--- src/rtl/i2c_pkg.sv ---
// Shared I2C definitions: FSM state encodings (also driven on the debug
// state port), ACK/NACK levels, the read/write bit and small bus helpers.
package i2c_pkg;

    typedef enum logic [2:0] {
        IDLE      = 3'd0,
        ADDR      = 3'd1,
        ADDR_ACK  = 3'd2,
        WRITE     = 3'd3,
        WRITE_ACK = 3'd4,
        READ      = 3'd5,
        READ_ACK  = 3'd6,
        IGNORE    = 3'd7
    } i2c_state_e;

    localparam logic ACK     = 1'b0;
    localparam logic NACK    = 1'b1;
    localparam logic RW_READ = 1'b1;

    // The general-call address (0) is never claimed.
    function automatic logic addr_match(input logic [7:0] addr_byte,
                                        input logic [6:0] own_addr);
        return (addr_byte[7:1] == own_addr) && (addr_byte[7:1] != 7'd0);
    endfunction

    function automatic logic maj3(input logic [2:0] s);
        return (s[0] & s[1]) | (s[0] & s[2]) | (s[1] & s[2]);
    endfunction

endpackage

--- src/rtl/i2c_slave_if.sv ---
// Bus and user-side handshake signals of the I2C target.
interface i2c_slave_if;
    logic       scl;
    logic       sda_in;
    logic       sda_oe;
    logic [7:0] rx_data;
    logic       rx_valid;
    logic [7:0] tx_data;
    logic       tx_req;
    logic       busy;
    logic [2:0] state;

    modport slave (
        input  scl, sda_in, tx_data,
        output sda_oe, rx_data, rx_valid, tx_req, busy, state
    );

    modport master (
        output scl, sda_in, tx_data,
        input  sda_oe, rx_data, rx_valid, tx_req, busy, state
    );
endinterface

--- src/rtl/i2c_bus_sync.sv ---
// SCL/SDA synchronizer and START/STOP/edge detector, shared with i2c_master.
// Define I2C_SLAVE_GLITCH_FILTER_EN to add a 3-sample majority filter.
module i2c_bus_sync
    import i2c_pkg::*;
#(
    parameter int unsigned SYNC_STAGES = 2
) (
    input  logic clk,
    input  logic reset,
    input  logic scl,
    input  logic sda,
    output logic sda_s,
    output logic scl_rise,
    output logic scl_fall,
    output logic start,
    output logic stop
);

    logic [SYNC_STAGES-1:0] scl_sync_q, scl_sync_d;
    logic [SYNC_STAGES-1:0] sda_sync_q, sda_sync_d;
    logic scl_dly_q, scl_dly_d;
    logic sda_dly_q, sda_dly_d;
    logic scl_f, sda_f;

    always_comb begin
        scl_sync_d = {scl_sync_q[SYNC_STAGES-2:0], scl};
        sda_sync_d = {sda_sync_q[SYNC_STAGES-2:0], sda};
        scl_dly_d  = scl_f;
        sda_dly_d  = sda_f;
    end

    // Idle bus is high on both lines, so everything resets to 1.
    always_ff @(posedge clk or posedge reset) begin
        if (reset) begin
            scl_sync_q <= '1;
            sda_sync_q <= '1;
            scl_dly_q  <= 1'b1;
            sda_dly_q  <= 1'b1;
        end else begin
            scl_sync_q <= scl_sync_d;
            sda_sync_q <= sda_sync_d;
            scl_dly_q  <= scl_dly_d;
            sda_dly_q  <= sda_dly_d;
        end
    end

`ifdef I2C_SLAVE_GLITCH_FILTER_EN
    logic [2:0] scl_hist_q, scl_hist_d;
    logic [2:0] sda_hist_q, sda_hist_d;
    logic       scl_maj_q, scl_maj_d;
    logic       sda_maj_q, sda_maj_d;

    always_comb begin
        scl_hist_d = {scl_hist_q[1:0], scl_sync_q[SYNC_STAGES-1]};
        sda_hist_d = {sda_hist_q[1:0], sda_sync_q[SYNC_STAGES-1]};
        scl_maj_d  = maj3(scl_hist_q);
        sda_maj_d  = maj3(sda_hist_q);
    end

    always_ff @(posedge clk or posedge reset) begin
        if (reset) begin
            scl_hist_q <= '1;
            sda_hist_q <= '1;
            scl_maj_q  <= 1'b1;
            sda_maj_q  <= 1'b1;
        end else begin
            scl_hist_q <= scl_hist_d;
            sda_hist_q <= sda_hist_d;
            scl_maj_q  <= scl_maj_d;
            sda_maj_q  <= sda_maj_d;
        end
    end

    assign scl_f = scl_maj_q;
    assign sda_f = sda_maj_q;
`else
    assign scl_f = scl_sync_q[SYNC_STAGES-1];
    assign sda_f = sda_sync_q[SYNC_STAGES-1];
`endif

    assign sda_s    = sda_f;
    assign scl_rise = scl_f & ~scl_dly_q;
    assign scl_fall = ~scl_f & scl_dly_q;
    // SCL must be stably high across both samples for a START/STOP.
    assign start    = scl_f & scl_dly_q & sda_dly_q & ~sda_f;
    assign stop     = scl_f & scl_dly_q & ~sda_dly_q & sda_f;

endmodule

--- src/rtl/i2c_slave.sv ---
// I2C target: 7-bit address match, write bytes out on rx_*, read bytes from tx_*.
// Optional I2C_SLAVE_GLITCH_FILTER_EN enables the bus glitch filter.
module i2c_slave
    import i2c_pkg::*;
#(
    parameter logic [6:0]  SLAVE_ADDR  = 7'h2A,
    parameter int unsigned SYNC_STAGES = 2
) (
    input logic        clk,
    input logic        reset,
    i2c_slave_if.slave bus
);

    logic sda_s, scl_rise, scl_fall, start, stop;

    i2c_bus_sync #(.SYNC_STAGES(SYNC_STAGES)) u_sync (
        .clk      (clk),
        .reset    (reset),
        .scl      (bus.scl),
        .sda      (bus.sda_in),
        .sda_s    (sda_s),
        .scl_rise (scl_rise),
        .scl_fall (scl_fall),
        .start    (start),
        .stop     (stop)
    );

    i2c_state_e state_q, state_d;
    logic [2:0] cnt_q, cnt_d;
    logic [7:0] shift_q, shift_d;
    logic [7:0] rx_data_q, rx_data_d;
    logic       rx_valid_q, rx_valid_d;
    logic       rw_q, rw_d;
    logic       phase_q, phase_d;
    logic       sda_oe_q, sda_oe_d;
    logic       busy_q, busy_d;
    logic       tx_req_c;
    logic [7:0] shift_in;

    always_comb begin
        state_d    = state_q;
        cnt_d      = cnt_q;
        shift_d    = shift_q;
        rx_data_d  = rx_data_q;
        rx_valid_d = 1'b0;
        rw_d       = rw_q;
        phase_d    = phase_q;
        sda_oe_d   = sda_oe_q;
        busy_d     = busy_q;
        tx_req_c   = 1'b0;
        shift_in   = {shift_q[6:0], sda_s};

        if (start) begin
            state_d  = ADDR;
            cnt_d    = '0;
            shift_d  = '0;
            phase_d  = 1'b0;
            sda_oe_d = 1'b0;
            busy_d   = 1'b0;
        end else if (stop) begin
            state_d  = IDLE;
            sda_oe_d = 1'b0;
            busy_d   = 1'b0;
        end else begin
            case (state_q)
                IDLE: ;
                ADDR: if (scl_rise) begin
                    shift_d = shift_in;
                    cnt_d   = cnt_q + 3'd1;
                    if (cnt_q == 3'd7) begin
                        if (addr_match(shift_in, SLAVE_ADDR)) begin
                            rw_d    = shift_in[0];
                            busy_d  = 1'b1;
                            phase_d = 1'b0;
                            state_d = ADDR_ACK;
                        end else begin
                            state_d = IGNORE;
                        end
                    end
                end
                // phase 0: first fall starts the ACK; phase 1: second fall ends it.
                ADDR_ACK: if (scl_fall) begin
                    if (!phase_q) begin
                        sda_oe_d = ~ACK;
                        phase_d  = 1'b1;
                        if (rw_q == RW_READ) begin
                            tx_req_c = 1'b1;
                            shift_d  = bus.tx_data;
                        end
                    end else begin
                        phase_d = 1'b0;
                        cnt_d   = '0;
                        if (rw_q == RW_READ) begin
                            sda_oe_d = ~shift_q[7];
                            state_d  = READ;
                        end else begin
                            sda_oe_d = 1'b0;
                            state_d  = WRITE;
                        end
                    end
                end
                WRITE: if (scl_rise) begin
                    shift_d = shift_in;
                    cnt_d   = cnt_q + 3'd1;
                    if (cnt_q == 3'd7) begin
                        rx_data_d  = shift_in;
                        rx_valid_d = 1'b1;
                        phase_d    = 1'b0;
                        state_d    = WRITE_ACK;
                    end
                end
                WRITE_ACK: if (scl_fall) begin
                    if (!phase_q) begin
                        sda_oe_d = ~ACK;
                        phase_d  = 1'b1;
                    end else begin
                        sda_oe_d = 1'b0;
                        phase_d  = 1'b0;
                        cnt_d    = '0;
                        state_d  = WRITE;
                    end
                end
                READ: if (scl_fall) begin
                    if (cnt_q == 3'd7) begin
                        sda_oe_d = 1'b0;
                        phase_d  = 1'b0;
                        state_d  = READ_ACK;
                    end else begin
                        sda_oe_d = ~shift_q[6];
                        shift_d  = {shift_q[6:0], 1'b0};
                        cnt_d    = cnt_q + 3'd1;
                    end
                end
                // phase records that the master ACKed; reload happens on the next fall.
                READ_ACK: begin
                    if (scl_rise) begin
                        if (sda_s == ACK) phase_d = 1'b1;
                        else              state_d = IGNORE;
                    end else if (scl_fall && phase_q) begin
                        tx_req_c = 1'b1;
                        shift_d  = bus.tx_data;
                        sda_oe_d = ~bus.tx_data[7];
                        cnt_d    = '0;
                        phase_d  = 1'b0;
                        state_d  = READ;
                    end
                end
                IGNORE: sda_oe_d = 1'b0;
                default: state_d = IDLE;
            endcase
        end
    end

    always_ff @(posedge clk or posedge reset) begin
        if (reset) begin
            state_q    <= IDLE;
            cnt_q      <= '0;
            shift_q    <= '0;
            rx_data_q  <= '0;
            rx_valid_q <= 1'b0;
            rw_q       <= 1'b0;
            phase_q    <= 1'b0;
            sda_oe_q   <= 1'b0;
            busy_q     <= 1'b0;
        end else begin
            state_q    <= state_d;
            cnt_q      <= cnt_d;
            shift_q    <= shift_d;
            rx_data_q  <= rx_data_d;
            rx_valid_q <= rx_valid_d;
            rw_q       <= rw_d;
            phase_q    <= phase_d;
            sda_oe_q   <= sda_oe_d;
            busy_q     <= busy_d;
        end
    end

    assign bus.sda_oe   = sda_oe_q;
    assign bus.rx_data  = rx_data_q;
    assign bus.rx_valid = rx_valid_q;
    assign bus.tx_req   = tx_req_c;
    assign bus.busy     = busy_q;
    assign bus.state    = state_q;

endmodule
--- src/flat_wrapper.sv ---
// flat-port wrapper written by rule: the top's interface ports become plain ports
module i2c_slave_flat import i2c_pkg::*;
#(
    parameter logic [6:0]  SLAVE_ADDR  = 7'h2A,
    parameter int unsigned SYNC_STAGES = 2
)
  (clk, reset, bus_scl, bus_sda_in, bus_tx_data, bus_sda_oe, bus_rx_data, bus_rx_valid, bus_tx_req, bus_busy, bus_state);
  i2c_slave_if bus_i ();
  input logic clk;
  input logic reset;
  input wire logic [$bits(bus_i.scl)-1:0] bus_scl;
  input wire logic [$bits(bus_i.sda_in)-1:0] bus_sda_in;
  input wire logic [$bits(bus_i.tx_data)-1:0] bus_tx_data;
  output wire logic [$bits(bus_i.sda_oe)-1:0] bus_sda_oe;
  output wire logic [$bits(bus_i.rx_data)-1:0] bus_rx_data;
  output wire logic [$bits(bus_i.rx_valid)-1:0] bus_rx_valid;
  output wire logic [$bits(bus_i.tx_req)-1:0] bus_tx_req;
  output wire logic [$bits(bus_i.busy)-1:0] bus_busy;
  output wire logic [$bits(bus_i.state)-1:0] bus_state;
  assign bus_i.scl = bus_scl;
  assign bus_i.sda_in = bus_sda_in;
  assign bus_i.tx_data = bus_tx_data;
  assign bus_sda_oe = bus_i.sda_oe;
  assign bus_rx_data = bus_i.rx_data;
  assign bus_rx_valid = bus_i.rx_valid;
  assign bus_tx_req = bus_i.tx_req;
  assign bus_busy = bus_i.busy;
  assign bus_state = bus_i.state;
  i2c_slave #(.SLAVE_ADDR(SLAVE_ADDR), .SYNC_STAGES(SYNC_STAGES)) u_core (.clk(clk), .reset(reset), .bus(bus_i));
endmodule
--- config.mk ---
export PLATFORM = sky130hd
export DESIGN_NAME = i2c_slave_flat
export DESIGN_NICKNAME = d
export VERILOG_FILES = /design/src/rtl/i2c_pkg.sv /design/src/rtl/i2c_slave_if.sv /design/src/rtl/i2c_bus_sync.sv /design/src/rtl/i2c_slave.sv /design/src/flat_wrapper.sv
export SDC_FILE = /design/constraint.sdc
export NUM_CORES = 1
export LEC_CHECK = 0
export ABC_AREA = 0
export CORE_UTILIZATION = 54
export CTS_CLUSTER_SIZE = 28
export DETAILED_ROUTE_END_ITERATION = 10
export PLACE_DENSITY = 0.84
export SETUP_SLACK_MARGIN = 0.5
export SYNTH_ARGS = -nofsm -noshare
export SYNTH_HDL_FRONTEND = slang
export SYNTH_SLANG_ARGS = --single-unit
--- constraint.sdc ---
create_clock -name clk -period 2.95 [get_ports clk]
set_input_delay 0.59 -clock clk [delete_from_list [all_inputs] [get_ports clk]]
set_output_delay 0.59 -clock clk [all_outputs]
set_load 0.005 [all_outputs]
### Word-level counts from Yosys, hierarchy flattened

Index checks and enable logic that the tools add are counted.

| word-level totals | value |
|---|---|
| word-level logic and storage cells | 174 |
| input port bits | 12 |
| register bits after elaboration | 33 |
| output and inout port bits | 15 |

| cells by class | value |
|---|---|
| bitwise gates (word level) | 16 |
| multiplexer cells | 82 |
| eq/ne operators | 40 |
| add/subtract/negate cells | 1 |
| reductions and logical operators | 22 |

Operators by type and width:

| kind | count |
|---|---|
| $mux W8 | 10 |
| $mux W3 | 26 |
| $ne A4 B1 Y1 const B | 12 |
| $mux W1 | 40 |
| $ne A3 B1 Y1 const B | 11 |
| $pmux W8 S4 | 1 |
| $reduce_and A10 Y1 | 2 |
| $pmux W3 S6 | 1 |
| $eq A3 B3 Y1 const B | 5 |
| $reduce_bool A7 Y1 | 2 |
| $reduce_and A13 Y1 | 1 |
| $pmux W3 S4 | 1 |
| $reduce_and A6 Y1 | 2 |
| $reduce_bool A3 Y1 | 4 |
| $pmux W1 S5 | 2 |
| $reduce_bool A5 Y1 | 2 |
| $not A1 Y1 | 9 |
| $reduce_and A9 Y1 | 1 |
| $ne A4 B4 Y1 const B | 2 |
| $reduce_bool A8 Y1 | 1 |
| $and A1 B1 Y1 | 7 |
| $eq A7 B6 Y1 const B | 1 |
| $eq A3 B2 Y1 const B | 2 |
| $ne A3 B2 Y1 const B | 2 |
| 12 further kinds | 14 |

### Longest topological paths before layout

| depth | value |
|---|---|
| depth after elaboration | 8 |
| depth in mapped cells | 7 |
| gate-level depth less buffers | 7 |

### Modules after synthesis

A second synthesis with hierarchy kept.

| unflattened totals | value |
|---|---|
| cells, all modules | 203 |
| area, all modules | 2123.3 sq um |

Modules (own cells, without submodules):

| module | cells an instance | times used | seq. area each (sq um) | area an instance (sq um) |
|---|---|---|---|---|
| i2c_slave | 192 | 1 | 675.6 | 1929.4 |
| i2c_bus_sync | 11 | 1 | 157.7 | 193.9 |

### Worst setup path after synthesis

No wires, ideal clock.

| path | value |
|---|---|
| kind | register -> register |
| start | register u_core.cnt_q[0] |
| end | register u_core.cnt_q[0] |
| path buffers | 0 |
| path slack | 0.848 ns |
| stages on the path, launching flop included | 8 |
| setup time | 0.125 ns |
| period minus slack after synthesis | 2.102 ns |
| arrival | 1.977 ns |
| required time | 2.825 ns |
| cells stage by stage | dfrtp_1 -> ha_1 -> ha_1 -> or3b_1 -> a21oi_1 -> a2bb2oi_1 -> o221a_2 -> mux2_2 |

| between the ends | value |
|---|---|
| word-level cells in the longest chain between the ends | 6 |
| elaborated cells on any way between the ends | 10 |
| those cells by class | add/sub (1); eq/ne (2); mux (6); reduce/logical (1) |

Ends and longest elaborated chain:

| what | line | RTL |
|---|---|---|
| start, declared | i2c_slave.sv:29 | `logic [2:0] cnt_q, cnt_d;` |
| start signal, assigned | i2c_slave.sv:167 | `cnt_q <= cnt_d;` |
| $add A3 B1 Y3 | i2c_slave.sv:69, i2c_slave.sv:104, i2c_slave.sv:131 |  |
| $mux W3 | i2c_slave.sv:124 | `if (cnt_q == 3'd7) begin` |
| $mux W3 | i2c_slave.sv:123 | `READ: if (scl_fall) begin` |
| $pmux W3 S4 | i2c_slave.sv:65 | `case (state_q)` |
| $mux W3 | i2c_slave.sv:60 | `end else if (stop) begin` |
| $mux W3 | i2c_slave.sv:53 | `if (start) begin` |

Several ways; a longest one is shown, not always the timed one. The select of a mux whose other input is x is not followed.
A chain may end at the register's enable or synchronous reset.

### Worst setup path after layout

Ends and elaborated chain as after synthesis.

==> flow_metrics.py <==
metrics = {
    "synthesis": {
        "synth_fp_nets": 212,
        "ys_types": 47,
        "synth_warnings": 0,
        "synth_edf_count": 0,
        "async_reset_ff_share_pct": 100.0,
        "synth.area.top_cells": "dfrtp_1 (34%), dfstp_2 (8.0%), mux2_2 (7.4%)",
        "synth_top_cell_area_share_pct": 34.29,
        "ys.flop_type": "dfrtp_1",
        "netlist_area_sq_um": 1971,
        "synth_top_area_cell": "dfrtp_1",
        "ys_ff_latch": 33,
        "synth.most_common_cell": "nand2_1",
        "syn_avg_cell_area_sq_um": 9.953,
        "synth_commonest_cells": "nand2_1 (29), dfrtp_1 (27), a21oi_1 (19)",
        "ys_seq_area_share_pct": 42.29,
        "syn_inst": 198,
    },
    "die": {
        "placementRows": 21,
        "coreArea_sq_um": 3416,
        "initial_core_util_pct": 57.69,
        "die-area_sq_um": 3895,
        "die_y_microns": 62.41,
        "io-pin-count": 27,
        "die_x_microns": 62.41,
    },
    "power_and_ir_drop": {
        "combPwrFrac_pct": 49.5,
        "pwr-share-seq_pct": 37.3,
        "p_int_uw": 1193,
        "clock_power_share_pct": 13.3,
        "switching_share_pct": 39.37,
        "power_density_nw_per_um2": 847.3,
        "vdd_drop_max_v": 0.0005683,
        "power_uw": 1968,
        "total_leakage_power_uw": 0.001030,
        "p_switching_uw": 774.6,
    },
    "flow_run": {
        "drv_cap": 0,
    },
    "sta": {
        "slew_headroom_pct": 63.96,
        "min_period_over_period_pct": 77.71,
        "maxSlewViolCount": 0,
        "skew_ps": 17.37,
        "setup-tns-final_ps": 0,
        "grt_setup_unrepaired": "no",
        "fmax_ghz": 0.4362,
        "setup_violations": 0,
        "worst_pin_slew_ps": 535.6,
        "period_needed_ps": 2293,
        "fin_ws_ps": 657.5,
        "hold_viol_final": 0,
    },
    "grt": {
        "grt_pass1_vias": 1601,
        "antenna_found_initial": 0,
        "grt_max_degree": 34,
        "track_usage_pct": 25.90,
        "grt_first_pass_wirelength_mm": 7.714,
        "grt_remaining_overflow": 0,
    },
    "clocking": {
        "clockBufferDepth": 2,
        "clkTransAtPathRegs_ps": 100,
        "numCtsBuffers": 5,
        "htree_levels": 2,
        "clock_sinks": 33,
        "clock_latency_ps": 340,
        "cts_root_buffer": "clkbuf_4",
        "cts_tree": "done",
        "hold_buffers": 0,
    },
    "min_path": {
        "hold_path_class": "flop to flop",
    },
    "layout": {
        "diodes": 0,
        "final_util_pct": 67.99,
        "fin_nets": 239,
        "area_growth_pct": 17.84,
        "fillCellCount": 252,
        "drive_above_1_share_pct": 22.57,
    },
    "placement": {
        "dp_hpwl_mm": 3.118,
        "place.gp.congestion": 0.9250,
        "pre_cts_ws_ps": 585.3,
        "io_buffer_count": 26,
    },
    "status": {
        "status": "complete, no violations",
    },
    "critical_path": {
        "required_ps": 3180,
        "cp_max_fo": 4,
        "cp_common_cell": "ha_1",
        "critical_path.startpoint_type": "flop",
        "path_class": "flop to flop",
        "path_cells": "ha_1 > ha_1 > or3b_1 > a21oi_1 > a2bb2oi_1 > o221a_2 > mux2_2",
        "cp.arrival_ps": 2520,
        "cp_slowest_cell": "dfrtp_1",
        "critPathCaptureType": "flop",
        "slowest_delay_ps": 410,
    },
    "drt": {
        "ant_nets": 0,
        "wl_per_cell_microns": 16.43,
        "drt_pass1_iterations": 4,
        "via_count": 1626,
        "drt-initial-drc-count": 138,
        "viasPerCell": 5.978,
        "drc_errors": 0,
        "finalWirelength_mm": 4.468,
    },
}
[power groups by stage]
stage               clock network [uW]  logic [uW]  registers [uW]
floorplan                            0         795             653
global placement                     0         938             729
detailed placement                   0         959             738
CTS                                265         971             728
global route                       288        1080             755
finish                             261         974             733
[flip-flops by register name, summed over array words and instances, names as in the netlist, 2 cells and up]
register and cells:
u_core.u_sync.scl_sync_q 2, u_core.bus.state 3, u_core.shift_q 8, u_core.cnt_q 3
u_core.bus.rx_data 8, u_core.u_sync.sda_sync_q 2
[layer usage]
layer  GRT usage, %  up-vias  wire length, microns
li1               -      772                     -
met1          34.93      774                  1951
met2          39.81       70                  2107
met3          7.664       10                   335
met4          8.721        0                    74
met5              0        -                     0
[kinds of logic (layout without fill, tap and decap cells)]
family,count (synthesis),count (layout),synth area share (%)
simple gates,68,68,18.03
compound gates,51,51,18.10
flops,33,33,42.29
mux,24,24,15.05
buf+inv,19,47,4.825
fa+ha+maj,2,2,1.270
xor+xnor,1,1,0.4445
[cell type report]
type	instances	area (sq um)	share of cell area, %
timing repair buffer	31	296.5	12.77
multi-input combinational	146	1042	44.88
sequential	33	837.1	36.05
clock buffer	8	58.81	2.532
tap	46	57.56	2.478
inverter	8	30.03	1.293
[repair_timing]
item,4_1_cts,5_1_grt
buffers inserted,2,0
endpoints found under the hold margin,0,0
setup endpoints to repair,1,0
resized for setup,4,0
[worst max-delay path, delay by kind of cell, from the launching register on]
kind	cells	cell delay (ps)
and+or+nand+nor	1	380
AOI/OAI and AO/OA	3	620
DFF	1	410
muxes	1	350
adders and majority gates	2	420
[through the flow]
step	std cells	cell area, sq um	hold WS (ps)
floorplan	198	1971	345.2
finish	272	2322	361.1
detailed placement	262	2246	352.6
CTS	272	2322	363.2
global route	272	2322	365.8
global placement	262	2246	346.9
[path summary, 6_finish.rpt]
path | end | start | depth (start not counted) | slack [ps]
max | u_core.cnt_q[0]$_DFFE_PP0P_ | u_core.cnt_q[0]$_DFFE_PP0P_ | 7 | 660
min | u_core.u_sync.scl_sync_q[1]$_DFF_PP1_ | u_core.u_sync.scl_sync_q[0]$_DFF_PP1_ | 0 | 360
max reg2reg | u_core.cnt_q[0]$_DFFE_PP0P_ | u_core.cnt_q[0]$_DFFE_PP0P_ | 7 | 660
min reg2reg | u_core.u_sync.scl_sync_q[1]$_DFF_PP1_ | u_core.u_sync.scl_sync_q[0]$_DFF_PP1_ | 0 | 360
max in group asynchronous | u_core.u_sync.scl_dly_q$_DFF_PP1_ | reset | 3 | 1950
min in group asynchronous | u_core.rw_q$_DFFE_PP0P_ | reset | 3 | 650
[cells in the final DEF, fill, tap and decap left out, types with 3 or more instances in the layout]
master	count
nor3_1	3
nand2_1	29
dfrtp_1	24
dfrtp_2	3
inv_1	8
dfstp_2	6
nand3_1	3
nand2b_1	9
mux2i_1	3
clkbuf_4	5
o21ai_0	11
a21oi_1	19
buf_4	5
mux2_4	8
nor2_1	9
mux2_2	13
clkdlybuf4s50_1	25
Note: power is estimated with default switching activity, not from simulation.
==> RTL change 1 (same flow settings) <==
`SYNC_STAGES` is set to 2 in 3 places; all go to 4.
--- a/src/rtl/i2c_bus_sync.sv
+++ b/src/rtl/i2c_bus_sync.sv
@@ -3,7 +3,7 @@
 module i2c_bus_sync
     import i2c_pkg::*;
 #(
-    parameter int unsigned SYNC_STAGES = 2
+    parameter int unsigned SYNC_STAGES = 4
 ) (
     input  logic clk,
     input  logic reset,
--- a/src/rtl/i2c_slave.sv
+++ b/src/rtl/i2c_slave.sv
@@ -4,7 +4,7 @@
     import i2c_pkg::*;
 #(
     parameter logic [6:0]  SLAVE_ADDR  = 7'h2A,
-    parameter int unsigned SYNC_STAGES = 2
+    parameter int unsigned SYNC_STAGES = 4
 ) (
     input logic        clk,
     input logic        reset,
--- a/src/flat_wrapper.sv
+++ b/src/flat_wrapper.sv
@@ -2,7 +2,7 @@
 module i2c_slave_flat import i2c_pkg::*;
 #(
     parameter logic [6:0]  SLAVE_ADDR  = 7'h2A,
-    parameter int unsigned SYNC_STAGES = 2
+    parameter int unsigned SYNC_STAGES = 4
 )
   (clk, reset, bus_scl, bus_sda_in, bus_tx_data, bus_sda_oe, bus_rx_data, bus_rx_valid, bus_tx_req, bus_busy, bus_state);
   i2c_slave_if bus_i ();
Behaviour: not the same (Yosys sat finds a counterexample within 4 cycles, from zero or initial values and one cycle with reset high).
==> RTL change 1 against the unedited design <==
- power up 7.8%
- setup slack better by 0.26 ns
- synthesized cell count unchanged
- synthesized area up 7.2%
- sequential share of layout area is 1.2 points higher
- sequential cell count increased by 4
- wire length grew 3.3%
- critical path depth down 4
- final area increased by 8.6%
- largest power group unchanged
==> RTL change 1: results (changes against the unedited design) <==
Routing
  – Drt wl/cell: 16.7 um (+1.5%)
  – DR WL met3: 304 um (-9.3%)
  – Met2 wire len: 2.16 mm (+2.5%)
  – Drt first-iter violations: 157 (+14%)
  – Vias: 1738 (+6.9%)
  – DR pass1 iterations: 5 (+1)
  – M1 WL: 2.03 mm (+4.2%)

Clock network
  – Total CTS buffers: 5 (unchanged)
  – Clock Tree Buf Depth: 2 (unchanged)
  – Root Buffer: clkbuf_8
  – Clk slew on worst S/H paths: 0.06 ns (-0.04 ns)
  – Post-cts resize count: 0 (-4)
  – H-tree Lvls: 2 (unchanged)
  – Clock network latency to the later pin of the worst-skew pair: 0.28 ns (-0.06 ns)

Critical path
  – Crit path DAT: 1.44 ns (-1.08 ns)
  – Setup crit end: bus_tx_req
  – Crit path largest cell delay: 0.66 ns (+0.25 ns)
  – Critical Path Fanout Max: 14 (+10)
  – CP max stage cell: dfstp_2
  – CP top delay family: flip-flops
  – Reg2reg setup slack: 0.92 ns (+0.26 ns)
  – FF-to-FF End: u_core.shift_q[1]
  – Crit path launch: u_core.u_sync.scl_sync_q[3]

Status
  – Status: completed

Global routing
  – Global-route usage over all layers: 25.6% (-0.34 points)
  – Vias in the first global route: 1604 (+0.19%)
  – First-pass GRT wire length: 7.95 mm (+3.0%)
  – Met3 GRT Util: 4.93% (-2.7 points)
  – M1 GR Usage: 36.6% (+1.7 points)
  – Met2 usage: 37.4% (-2.4 points)
  – Largest net degree at the start of global routing: 38 (+12%)

Finish
  – Layout fillers: 297 (+18%)
  – Layout cell share with drive strength beyond 1: 21.0% (-1.6 points)
  – Nets@finish: 242 (+1.3%)

Min path
  – HP Class: flop to flop
  – Hold_sp: u_core.u_sync.sda_sync_q[2]
  – Hold depth: 0 (unchanged)
  – Hold Path Sink: u_core.u_sync.sda_sync_q[3]

Synthesis
  – Seq/Total Area, Yosys: 44.4% (+2.1 points)
  – Post-synthesis cell type count: 64 (+36%)
  – Number of synthesis warnings: 0 (unchanged)
  – Ys async rst share: 100% (unchanged)
  – Most instantiated cells after synthesis: dfrtp_1 (27), nand2_1 (12), dfstp_2 (10), nor2_1 (10)
  – Synth top area cells: dfrtp_1 (32%), dfstp_2 (12%), mux2_2 (4.8%)

Power and ir drop
  – P_seq: 0.718 mW (-2%)
  – Internal: 1.28 mW (+7.0%)
  – Clock group: 0.352 mW (+35%)
  – Max VDD drop: 0.000450 V (-21%)
  – Leakage: 1.11 nW (+8.1%)
  – PwrDens: 841 nW/um^2 (-0.79%)

Timing
  – Slew margin rel.: 66.1% (+2.1 points)
  – Clock skew: 0.00409 ns (-0.0133 ns)

Placement
  – Hpwl dp: 3.20 mm (+2.5%)
  – Placer's final routability congestion estimate: 0.897 (-3.1%)
  – Dpl cell area: 2410 um^2 (+7.2%)
## RTL change 1: through the flow
stage               cells  setup slack [ns]  hold WS (ns)  utilization (%)
global route          277             0.747         0.354             67.9
global placement      266             0.776         0.346             64.8
finish                277             0.916         0.355             67.9
CTS                   276             0.511         0.358             67.6
floorplan             198              1.09         0.345                -
detailed placement    266             0.742         0.348             64.8
## RTL change 1: logic make-up (layout without fill, tap and decap cells)
logic type                 Yosys count  after routing  synth area share [%]
adders and majority gates            3              3                  1.66
and+or+nand+nor                     59             59                  15.8
muxes                               20             20                  10.2
buffers and inverters               18             49                  4.03
AOI/OAI and AO/OA                   59             59                  23.1
DFF                                 37             37                  44.4
xor gates and xnor gates             2              2                 0.830
## RTL change 1: final cells by class
class,instances,area share (%)
Clock buffer,8,3.57
Inverter,8,1.19
Multi-Input combinational cell,143,43.2
Sequential cell,37,37.2
Tap cell,48,2.38
Timing Repair Buffer,33,12.5
==> RTL change 2 (config.mk and constraints unchanged) <==
Without the edit above. Take the reset off `shift_q` and `rx_data_q` and load them in a clocked block of their own.
--- a/src/rtl/i2c_slave.sv
+++ b/src/rtl/i2c_slave.sv
@@ -155,8 +155,6 @@
         if (reset) begin
             state_q    <= IDLE;
             cnt_q      <= '0;
-            shift_q    <= '0;
-            rx_data_q  <= '0;
             rx_valid_q <= 1'b0;
             rw_q       <= 1'b0;
             phase_q    <= 1'b0;
@@ -165,14 +163,17 @@
         end else begin
             state_q    <= state_d;
             cnt_q      <= cnt_d;
-            shift_q    <= shift_d;
-            rx_data_q  <= rx_data_d;
             rx_valid_q <= rx_valid_d;
             rw_q       <= rw_d;
             phase_q    <= phase_d;
             sda_oe_q   <= sda_oe_d;
             busy_q     <= busy_d;
         end
+    end
+
+    always_ff @(posedge clk) begin
+        shift_q   <= shift_d;
+        rx_data_q <= rx_data_d;
     end
 
     assign bus.sda_oe   = sda_oe_q;
Check against the original RTL: no difference found for any inputs over 10 cycles, from zero or initial values and one cycle with reset high; that may be too few to reach the edited logic, so the function may still have changed.
==> RTL change 2 against the unedited design <==
- final area shrank 3.7%
- first-iteration DRC count shrank 33%
- highest routed layer unchanged
- count of clock-buffer cells in the layout shrank 3
- synthesized area fell by 5.7%
- wire length down 6.6%
- sequential cell count unchanged
- register-to-register slack better by 0.06 ns
- setup slack worse by 0.065 ns
- synthesized cell count down 7.1%
- critical path depth fell by 4
- largest cell class unchanged
Power is not compared: it rests on default switching activity, and its combinational part moved more than twofold at a synthesized area within 25%.
==> RTL change 2: results (changes against the unedited design) <==
Status
  – Status: completed

Global routing
  – Largest net degree at the start of global routing: 18 (-47%)
  – Vias in the first global route: 1293 (-19%)
  – First-pass GRT wire length: 6.62 mm (-14%)
  – Initial antenna violation count: 0 (unchanged)
  – Global-route usage over all layers: 25.6% (-0.35 points)

Min path
  – Hold_sp: u_core.u_sync.sda_sync_q[0]
  – Hold Path Sink: u_core.u_sync.sda_sync_q[1]
  – Hold depth: 0 (unchanged)
  – HP Class: flop to flop

Clock network
  – Total CTS buffers: 5 (unchanged)
  – Clk slew on worst S/H paths: 0.10 ns (about the same)
  – Post-CTS Setup Inserts: 0 (-2)
  – Clock network latency to the later pin of the worst-skew pair: 0.35 ns
  – Clock Tree Buf Depth: 2 (unchanged)
  – Post-cts resize count: 4 (unchanged)
  – Root Buffer: clkbuf_4

Power and ir drop
  – Internal: 0.841 mW
  – Leakage: 0.844 nW
  – Sequential share of power: 52.5%
  – Switching share of total power: 33.1%

Synthesis
  – Post-synth EDFFs: 8 (+8)
  – Ys async rst share: 51.5% (-48 points)
  – Number of synthesis warnings: 0 (unchanged)
  – Seq/Total Area, Yosys: 44.8% (+2.6 points)
  – Synth top area cells: dfrtp_1 (15%), edfxtp_1 (13%), dfxtp_1 (8.6%)
  – Synthesized Nets: 198 (-6.6%)
  – Top FF cell, synth: dfrtp_1
  – Most instantiated cells after synthesis: nor2_1 (20), dfrtp_1 (11), mux2i_1 (9)
  – Post-synthesis cell type count: 56 (+19%)

Critical path
  – Reg2reg setup slack: 0.72 ns (+0.06 ns)
  – Worst R2R Start: u_core.cnt_q[0]
  – Reg2reg path depth: 7 (unchanged)
  – Crit path DAT: 1.77 ns (-0.75 ns)
  – Critical Path Fanout Max: 7 (+3)
  – FF-to-FF End: u_core.shift_q[6]

Finish
  – Nets@finish: 228 (-4.6%)
  – Ant. Diodes: 0 (unchanged)
  – Layout cell share with drive strength beyond 1: 19.5% (-3.0 points)

Routing
  – Drt first-iter violations: 92 (-33%)
  – Vias: 1548 (-4.8%)
  – DR pass1 iterations: 4 (unchanged)
  – Drt wl/cell: 16.1 um (-1.9%)

Timing
  – Setup-failing EPs final: 0 (unchanged)
  – Clock skew: 0.0107 ns (-0.00671 ns)
  – Tightest Pin Transition: 0.666 ns (+0.130 ns)

Placement
  – Hpwl dp: 3.04 mm (-2.6%)
  – Port bufs: 26 (unchanged)
  – Placer's final routability congestion estimate: 0.933 (+0.85%)
  – Pre-CTS setup slack: 0.747 ns (+0.161 ns)
[RTL change 2: per-stage QoR]
stage / area [um^2] / cells / util (%) / hold WS [ns]
after floorplan: 1860 / 184 / - / 0.345
after global placement: 2120 / 244 / 67.2 / 0.350
after detailed placement: 2120 / 244 / 67.2 / 0.348
after CTS: 2180 / 252 / 69.2 / 0.367
after global routing: 2240 / 259 / 70.9 / 0.371
final: 2240 / 259 / 70.9 / 0.365
[RTL change 2: cells by family after synthesis]
logic type | after synthesis | share of synthesized area, %
buffers and inverters | 21 | 6.20
DFF | 33 | 44.8
muxes | 13 | 7.47
and+or+nand+nor | 61 | 17.6
xor gates and xnor gates | 2 | 0.943
adders and majority gates | 2 | 1.35
AOI/OAI and AO/OA | 52 | 21.6
[RTL change 2: final cells by class]
class | instances | area (um^2)
repair buffers | 38 | 350
flip-flops and latches | 33 | 838
multi-input cells | 130 | 915
well taps | 44 | 55.1
clock inverters | 3 | 17.5
inverters | 6 | 22.5
clock buffers | 5 | 37.5
fillers | 247 | 917
[RTL change 2: worst max path at each step]
stage	startpoint	cells after the start	slack, ns	to
after global routing	u_core.phase_q	4	0.50	bus_tx_req
after CTS	u_core.bus.state[1]	3	0.52	bus_tx_req
after detailed placement	u_core.cnt_q[0]	7	0.75	u_core.shift_q[5]
after global placement	u_core.bus.state[2]	4	0.82	bus_tx_req
after floorplan	u_core.cnt_q[0]	8	1.03	u_core.shift_q[0]
final	u_core.u_sync.scl_dly_q	3	0.59	bus_tx_req
[RTL change 2: critical path, cell delays in order (launching register included)]
cell	delay [ns]
dfstp_2	0.60
nand2b_1	0.11
nor3_1	0.19
clkdlybuf4s50_1	0.53
[RTL change 2: layer usage]
layer,GRT usage (%),share of wire [%]
met1,36.0,43
met2,36.6,46
met3,8.32,8.3
met4,9.74,2.3
met5,0,0
